**config.mk**
```make
export PLATFORM = sky130hd
export DESIGN_NAME = vector_mem_unit
export DESIGN_NICKNAME = d
export VERILOG_FILES = /design/src/rtl/vmem_pkg.sv /design/src/rtl/vmem_lane_buffer.sv /design/src/rtl/vector_mem_unit.sv
export SDC_FILE = /design/constraint.sdc
export NUM_CORES = 1
export LEC_CHECK = 0
export CAP_MARGIN = 40
export CORE_AREA = 2 2 322 324
export DETAILED_ROUTE_END_ITERATION = 7
export DIE_AREA = 0 0 324 326
export RECOVER_POWER = 100
export SETUP_SLACK_MARGIN = 0.5
export SKIP_CTS_REPAIR_TIMING = 1
export SLEW_MARGIN = 0
export SYNTH_ARGS = -nofsm -noshare
export SYNTH_HDL_FRONTEND = slang
export SYNTH_SLANG_ARGS = --single-unit
export TNS_END_PERCENT = 100
```
**constraint.sdc**
```tcl
create_clock -name clk -period 6 [get_ports clk]
set_clock_uncertainty 0.1 [all_clocks]
set_input_delay 1.2 -clock clk [delete_from_list [all_inputs] [get_ports clk]]
set_output_delay 1.2 -clock clk [all_outputs]
set_load 0.005 [all_outputs]
```
**src/rtl/vmem_pkg.sv**
```systemverilog
// Shared definitions for the vector memory unit: FSM state encoding and default geometry.
package vmem_pkg;

    typedef enum logic [2:0] {
        IDLE,
        WRITE,
        READ,
        READ_LAST,
        DONE
    } vmem_state_e;

    localparam int unsigned VMEM_N     = 16;
    localparam int unsigned VMEM_LANES = 16;
    localparam int unsigned VMEM_AW    = 10;

endpackage

```
**src/rtl/vmem_lane_buffer.sv**
```systemverilog
// LANES x N register array with a write enable per lane; used both as the
// store staging buffer and as the load capture register.
module vmem_lane_buffer #(
    parameter int unsigned N     = 16,
    parameter int unsigned LANES = 16
) (
    input  logic                      clk,
    input  logic                      rst_n,
    input  logic [LANES-1:0]          we_i,
    input  logic [LANES-1:0][N-1:0]   d_i,
    output logic [LANES-1:0][N-1:0]   q_o
);

    logic [LANES-1:0][N-1:0] lanes_q;

    always_ff @(posedge clk or negedge rst_n) begin
        if (!rst_n) begin
            lanes_q <= '0;
        end else begin
            for (int unsigned i = 0; i < LANES; i++) begin
                if (we_i[i]) lanes_q[i] <= d_i[i];
            end
        end
    end

    assign q_o = lanes_q;

endmodule

```
**src/rtl/vector_mem_unit.sv**
```systemverilog
// Serialises a LANES-wide vector load/store onto a scalar synchronous RAM,
// one lane per cycle, stalling the pipeline for the duration of the transfer.
module vector_mem_unit
    import vmem_pkg::*;
#(
    parameter int unsigned N     = VMEM_N,
    parameter int unsigned LANES = VMEM_LANES,
    parameter int unsigned AW    = VMEM_AW
) (
    input  logic                      clk,
    input  logic                      rst_n,
    input  logic                      mem_write_i,
    input  logic                      mem_read_i,
    input  logic [LANES-1:0][N-1:0]   addr_i,
    input  logic [LANES-1:0][N-1:0]   wdata_i,
    output logic [LANES-1:0][N-1:0]   rdata_o,
    output logic                      stall_o,
    output logic                      done_o,
    output logic [AW-1:0]             ram_addr_o,
    output logic                      ram_we_o,
    output logic [N-1:0]              ram_wdata_o,
    input  logic [N-1:0]              ram_rdata_i
);

    localparam int unsigned    CW   = (LANES > 1) ? $clog2(LANES) : 1;
    localparam logic [CW-1:0]  LAST = CW'(LANES - 1);

    vmem_state_e             state_q;
    logic [CW-1:0]           cnt_q;
    logic [AW-1:0]           base_q;
    logic                    done_q;

    logic [LANES-1:0]        wbuf_we;
    logic [LANES-1:0][N-1:0] wbuf_q;
    logic [LANES-1:0]        rbuf_we;
    logic [LANES-1:0][N-1:0] rbuf_d;
    logic [CW-1:0]           cap_lane;
    logic                    cap_en;
    logic                    unused_addr;

    assign unused_addr = ^addr_i;

    always_ff @(posedge clk or negedge rst_n) begin
        if (!rst_n) begin
            state_q <= IDLE;
            cnt_q   <= '0;
            base_q  <= '0;
            done_q  <= 1'b0;
        end else begin
            done_q <= 1'b0;
            case (state_q)
                IDLE: begin
                    if (mem_write_i) begin
                        state_q <= WRITE;
                        cnt_q   <= '0;
                        base_q  <= addr_i[0][AW-1:0];
                    end else if (mem_read_i) begin
                        state_q <= READ;
                        cnt_q   <= '0;
                        base_q  <= addr_i[0][AW-1:0];
                    end
                end
                WRITE: begin
                    if (cnt_q == LAST) begin
                        state_q <= DONE;
                        done_q  <= 1'b1;
                    end else begin
                        cnt_q <= cnt_q + CW'(1);
                    end
                end
                // Counter parks on the last lane so READ_LAST can capture it.
                READ: begin
                    if (cnt_q == LAST) state_q <= READ_LAST;
                    else               cnt_q   <= cnt_q + CW'(1);
                end
                READ_LAST: begin
                    state_q <= DONE;
                    done_q  <= 1'b1;
                end
                DONE:    state_q <= IDLE;
                default: state_q <= IDLE;
            endcase
        end
    end

    // Read data lags the issued address by one cycle, so capture trails the counter.
    always_comb begin
        cap_en   = (state_q == READ_LAST) || ((state_q == READ) && (cnt_q != '0));
        cap_lane = (state_q == READ_LAST) ? cnt_q : cnt_q - CW'(1);
        rbuf_we  = '0;
        if (cap_en) rbuf_we[cap_lane] = 1'b1;
        for (int unsigned i = 0; i < LANES; i++) rbuf_d[i] = ram_rdata_i;
        wbuf_we  = {LANES{(state_q == IDLE) && mem_write_i}};
    end

    vmem_lane_buffer #(.N(N), .LANES(LANES)) u_wbuf (
        .clk   (clk),
        .rst_n (rst_n),
        .we_i  (wbuf_we),
        .d_i   (wdata_i),
        .q_o   (wbuf_q)
    );

    vmem_lane_buffer #(.N(N), .LANES(LANES)) u_rbuf (
        .clk   (clk),
        .rst_n (rst_n),
        .we_i  (rbuf_we),
        .d_i   (rbuf_d),
        .q_o   (rdata_o)
    );

    assign ram_addr_o  = base_q + AW'(cnt_q);
    assign ram_we_o    = (state_q == WRITE);
    assign ram_wdata_o = wbuf_q[cnt_q];
    assign done_o      = done_q;
    assign stall_o     = ((state_q == IDLE) && (mem_read_i || mem_write_i))
                       || (state_q == WRITE) || (state_q == READ) || (state_q == READ_LAST);

endmodule

```
==> out/metrics.csv, run 1 <==
stage,metric,value,unit
run_status,outcome,"complete, but fails checks",
run_status,violations,"max-capacitance violations, max-slew violations",
synth,syn_area_per_cell,16.7,sq um
route,drtIter0Drc,540,
power,peakVddDrop,0.000261,V
setup_path,critPathLaunch,cnt_q[0]$_DFFE_PN0P_,
route,wl,71600,um
place,gp_congestion,0.809,
setup_path,max_stage_delay,0.89,ns
clock_tree,path_clk_slew,0.06,ns
setup_path,cp.arrival,4.00,ns
floorplan,fp.dieH,326,um
setup_path,cp-end-kind,output port,
global_routing,grt_pass1_vias,15100,
setup_path,timing.rr.start,cnt_q[0]$_DFFE_PN0P_,
layout,area_growth,42.2,%
synth,ys_ff_latch,530,
sta,rsz0062_at_grt,false,
place,dp_cells,3224,
floorplan,core_area,0.103,sq mm
place,dp_hpwl,55000,um
setup_path,path_max_fanout,37,
worst_hold_path,min_path_cells,1,
route,via_per_inst,4.17,
clock_tree,clockBufferDepth,3,
sta,hold_viol_final,0,
global_routing,antenna_found_initial,28,
setup_path,worst-path-buf-inv,2,
sta,maxSlewViolCount,690,
setup_path,path_cells,clkbuf_2 -> mux4_2 -> mux4_2 -> dlygate4sd3_1,
floorplan,start_util,21.5,%
sta,min_period,5.30,ns
synth,synthCells,1325,
clock_tree,cts_buffers,58,
sta,slew_headroom,-92.6,%
power,powerDensity,526,mW/mm^2
floorplan,io_pins,817,
global_routing,grt-ovfl-total,0,
global_routing,grt_use_total,13.3,%
setup_path,slowest_stage,dfrtp_4,
sta,worstMarginPinSlew,2.89,ns
clock_tree,cts_tree,done,
sta,fmax,189,MHz
route,post_drt_wl_per_cell,21.5,um
sta,finalSetupTns,0,ns
sta,postLayoutSetupSlackWorst,0.699,ns
route,ant_nets,0,
sta,min_period_over_period,88.4,%
setup_path,path_class,reg -> out,
layout,final_common_cell,dfrtp_1,
layout,final_cell_mix,"dfrtp_1, mux2_2, clkdlybuf4s50_1",
clock_tree,cts_num_sinks,530,
floorplan,die_x,324,um
layout,fill_cells,10200,
global_routing,grt_start_max_net_pins,144,
sta,setup_viol,0,
place,dp_slack,1.48,ns
floorplan,dieArea,0.106,sq mm
synth,synth-seq-area-share,60.0,%
floorplan,rows,118,
setup_path,path_depth,4,
synth,synth.cell_area,0.0221,sq mm
setup_path,crit_family,buffers and inverters,
route,route.detailed.drc,0,
layout,stdcell_count,3333,
route,drtPass1Iterations,4,
setup_path,cp_common_cell,mux4_2,
flow_run,drv_cap,11,
setup_path,required,4.70,ns
route,vias,13900,
worst_hold_path,worstHoldStart,u_rbuf.q_o[186]$_DFFE_PN0P_,
clock_tree,htreeDepth,2,
setup_path,cp-start-kind,flop,
power,leakagePower,12.9,nW
layout,drive_gt1_share,36.4,%
synth,syn_nets,1864,
synth,ys_types,44,
clock_tree,insertion_delay,0.63,ns
worst_hold_path,hold_class,reg -> reg,
layout,nets,2443,
place,io_buffer_count,570,
clock_tree,cts_root_buf,clkbuf_16,
global_routing,grt_pass1_wl,103000,um
setup_path,worstRegToRegCells,8,
synth,yosysWarnings,0,
[through the flow]
stage | hold slack, ns | instance area (sq um) | power, mW | utilization [%]
floorplan | 0.375 | 22100 | 9.71 | -
global placement | 0.367 | 29400 | 13.2 | 28.6
global route | 0.402 | 31400 | 17.5 | 30.6
detailed placement | 0.379 | 29700 | 13.5 | 28.9
CTS | 0.392 | 31600 | 17.2 | 30.8
finish | 0.382 | 31400 | 16.5 | 30.6
[worst paths after layout]
path | endpoint | slack (ns)
min in group asynchronous | u_rbuf.q_o[101]$_DFFE_PN0P_ | 1.30
min reg2reg | u_rbuf.q_o[186]$_DFFE_PN0P_ | 0.38
max reg2reg | u_rbuf.q_o[90]$_DFFE_PN0P_ | 1.28
max in group asynchronous | u_rbuf.q_o[218]$_DFFE_PN0P_ | 1.19
max | ram_wdata_o[7] | 0.70
min | u_rbuf.q_o[186]$_DFFE_PN0P_ | 0.38
[synth_stat cells (all sizes together)]
cell / count / area, sq um
a21boi: 2 / 30.0
a21o: 4 / 30.0
a21oi: 4 / 31.3
a311oi: 1 / 8.76
a31oi: 1 / 6.26
and2: 3 / 18.8
and3: 1 / 6.26
and3b: 2 / 17.5
and4: 2 / 17.5
buf: 37 / 230
clkbuf: 52 / 195
dfrtp: 530 / 13300
fa: 1 / 20.0
ha: 6 / 75.1
inv: 3 / 11.3
mux2: 522 / 5880
mux4: 80 / 1800
nand2: 13 / 63.8
nand2b: 4 / 25.0
nand3: 3 / 15.0
nand3b: 2 / 15.0
nand4: 2 / 12.5
nor2: 13 / 58.8
nor3: 8 / 40.0
nor3b: 3 / 22.5
nor4b: 1 / 8.76
o21a: 4 / 30.0
o21ai: 5 / 28.8
o21bai: 1 / 7.51
o221ai: 1 / 15.0
o31ai: 1 / 7.51
or3: 2 / 12.5
xnor2: 4 / 35.0
xor2: 7 / 61.3
[cell families (layout without fill, tap and decap cells)]
group           Yosys count  count (layout)  share of synthesized area (%)
fa+ha+maj                 7               7                          0.430
flops                   530             530                           60.0
other cells               0               6                              0
mux                     602             602                           34.8
compound gates           24              24                          0.883
xor+xnor                 11              11                          0.436
simple gates             59              59                           1.51
buf+inv                  92             714                           1.98
[power breakdown]
part	total (mW)	switching (mW)	internal [mW]
clock	3.65	1.46	2.20
combinational	6.53	2.49	4.04
sequential	6.34	1.00	5.33
total	16.5	4.95	11.6
[sequential cells by signal (all words and copies together), names as in the netlist]
| name | count |
|---|---|
| base_q | 10 |
| state_q | 3 |
| u_rbuf.q_o | 256 |
| done_o | 1 |
| cnt_q | 4 |
| u_wbuf.q_o | 256 |
[cell type report]
type | count | area [sq um] | area share [%]
multi-input combinational | 703 | 8370 | 26.7
sequential | 530 | 13300 | 42.2
clock inverter | 15 | 223 | 0.709
clock buffer | 88 | 1740 | 5.52
tap | 1380 | 1730 | 5.50
inverter | 3 | 11.3 | 0.0358
antenna | 6 | 15.0 | 0.0478
timing repair buffer | 608 | 6060 | 19.3
[routing by layer]
metal	GRT usage, %	routed length [um]	vias up
li1	-	-	6044
met1	14.7	26800	7096
met2	21.8	33200	597
met3	6.76	8790	122
met4	4.84	2540	34
met5	0	223	-
No activity file was read; power rests on OpenSTA's default activity.
==> run 2, diff against run 1 <==
--- a/config.mk
+++ b/config.mk
@@ -9,6 +9,7 @@
 export CORE_AREA = 2 2 322 324
 export DETAILED_ROUTE_END_ITERATION = 7
 export DIE_AREA = 0 0 324 326
+export PLACE_DENSITY = 0.53
 export RECOVER_POWER = 100
 export SETUP_SLACK_MARGIN = 0.5
 export SKIP_CTS_REPAIR_TIMING = 1
==> run 2 against run 1 <==
Against the previous run: the flow still finishes with violations (max-capacitance violations, max-slew violations); via count fell by 0.32%; sequential power fell by 1%; first-iteration DRC count fell by 16%; global-route usage rose by 0.26 points; critical path depth did not move.
==> out/metrics.csv, run 2 (synthesis gave the netlist of run 1 again) <==
stage,metric,value,unit
global_routing,grt_start_max_net_pins,131,
layout,nets,2442,
route,via_per_inst,4.15,
layout,area_growth,42.5,%
layout,drive_gt1_share,36.6,%
floorplan,io_pins,817,
run_status,outcome,"complete, but fails checks",
route,drtPass1Iterations,4,
sta,min_period_over_period,82.1,%
sta,rsz0062_at_grt,false,
place,dp_hpwl,54500,um
route,wl,72500,um
global_routing,antenna_found_initial,42,
run_status,violations,"max-capacitance violations, max-slew violations",
route,route.detailed.drc,0,
setup_path,path_max_fanout,63,
global_routing,grt-ovfl-total,0,
sta,min_period,4.93,ns
flow_run,drv_cap,2,
place,gp_congestion,0.787,
clock_tree,path_clk_slew,0.06,ns
floorplan,dieArea,0.106,sq mm
power,peakVddDrop,0.000289,V
sta,fmax,203,MHz
place,io_buffer_count,570,
setup_path,cp.arrival,3.63,ns
clock_tree,htreeDepth,2,
floorplan,die_x,324,um
global_routing,top_usage_layer,met2,
sta,slew_headroom,-144,%
global_routing,grt_pass1_vias,15100,
setup_path,required,4.70,ns
clock_tree,cts_buffers,59,
floorplan,rows,118,
sta,setup_viol,0,
layout,stdcell_count,3338,
setup_path,cp-start-kind,flop,
sta,maxSlewViolCount,95,
place,placed_area,0.0296,sq mm
route,ant_nets,0,
clock_tree,cts_num_sinks,530,
clock_tree,cts_root_buf,clkbuf_16,
route,vias,13800,
global_routing,grt_pass1_wl,105000,um
sta,finalSetupTns,0,ns
clock_tree,cts_tree,done,
power,powerDensity,527,mW/mm^2
floorplan,start_util,21.5,%
clock_tree,clockBufferDepth,3,
layout,design_area,0.0315,sq mm
setup_path,cp-end-kind,output port,
route,drtIter0Drc,454,
place,dp_cells,3221,
worst_hold_path,hold_class,reg -> reg,
global_routing,grt.met2_usage,22.5,%
layout,fin_util,30.7,%
power,leakagePower,12.9,nW
global_routing,grt_use_total,13.5,%
layout,final_common_cell,dfrtp_1,
sta,whs,0.379,ns
floorplan,fp.dieH,326,um
sta,hold_viol_final,0,
route,post_drt_wl_per_cell,21.7,um
setup_path,path_class,reg -> out,
global_routing,grt_use_met1,14.8,%
floorplan,core_area,0.103,sq mm
sta,worstMarginPinSlew,3.65,ns
layout,final_cell_mix,"dfrtp_1, mux2_2, clkdlybuf4s50_1",
clock_tree,insertion_delay,0.64,ns
global_routing,grt_util_met3,7.36,%
==> run 2: area by class of cell <==
class,count,area [sq um]
antenna,12,30.0
multi-input combinational,703,8370
tap,1380,1730
sequential,530,13300
clock buffer,82,1680
inverter,3,11.3
clock inverter,22,307
fill,10200,71100
timing repair buffer,606,6100
==> run 2: through the flow <==
stage | worst slack [ns] | power, mW
after floorplan | 2.47 | 9.71
final | 1.07 | 16.6
after CTS | 1.11 | 17.4
after global routing | 0.784 | 17.7
after detailed placement | 1.43 | 13.6
after global placement | 1.44 | 13.3
==> run 2: worst paths after layout <==
| kind | startpoint | to | slack [ns] | cells after the start |
|---|---|---|---|---|
| worst max-delay path | cnt_q[1]$_DFFE_PN0P_ | ram_wdata_o[3] | 1.07 | 4 |
| worst min-delay path | u_rbuf.q_o[187]$_DFFE_PN0P_ | u_rbuf.q_o[187]$_DFFE_PN0P_ | 0.38 | 1 |
| max in group asynchronous | rst_n | u_rbuf.q_o[18]$_DFFE_PN0P_ | 1.67 | 2 |
| min in group asynchronous | rst_n | u_wbuf.q_o[173]$_DFFE_PN0P_ | 1.68 | 1 |
| worst max register to register | state_q[1]$_DFFE_PN0P_ | u_wbuf.q_o[66]$_DFFE_PN0P_ | 1.49 | 4 |
| worst min register to register | u_rbuf.q_o[187]$_DFFE_PN0P_ | u_rbuf.q_o[187]$_DFFE_PN0P_ | 0.38 | 1 |
==> run 2: layer usage <==
metal	share of wire, %	wire length, um
met1	37	27200
met2	47	34000
met3	13	9170
met4	2.5	1810
met5	0.48	350
==> run 2: power breakdown <==
part | internal (mW) | switching (mW)
combinational | 4.04 | 2.59
sequential | 5.33 | 0.930
clock | 2.21 | 1.51
total | 11.6 | 5.03
==> run 2: critical path: stages, from the launching register on <==
cell and delay [ns]:
dfrtp_1 0.73, buf_12 0.38, mux4_2 0.51, mux4_2 0.54
dlygate4sd3_1 0.64
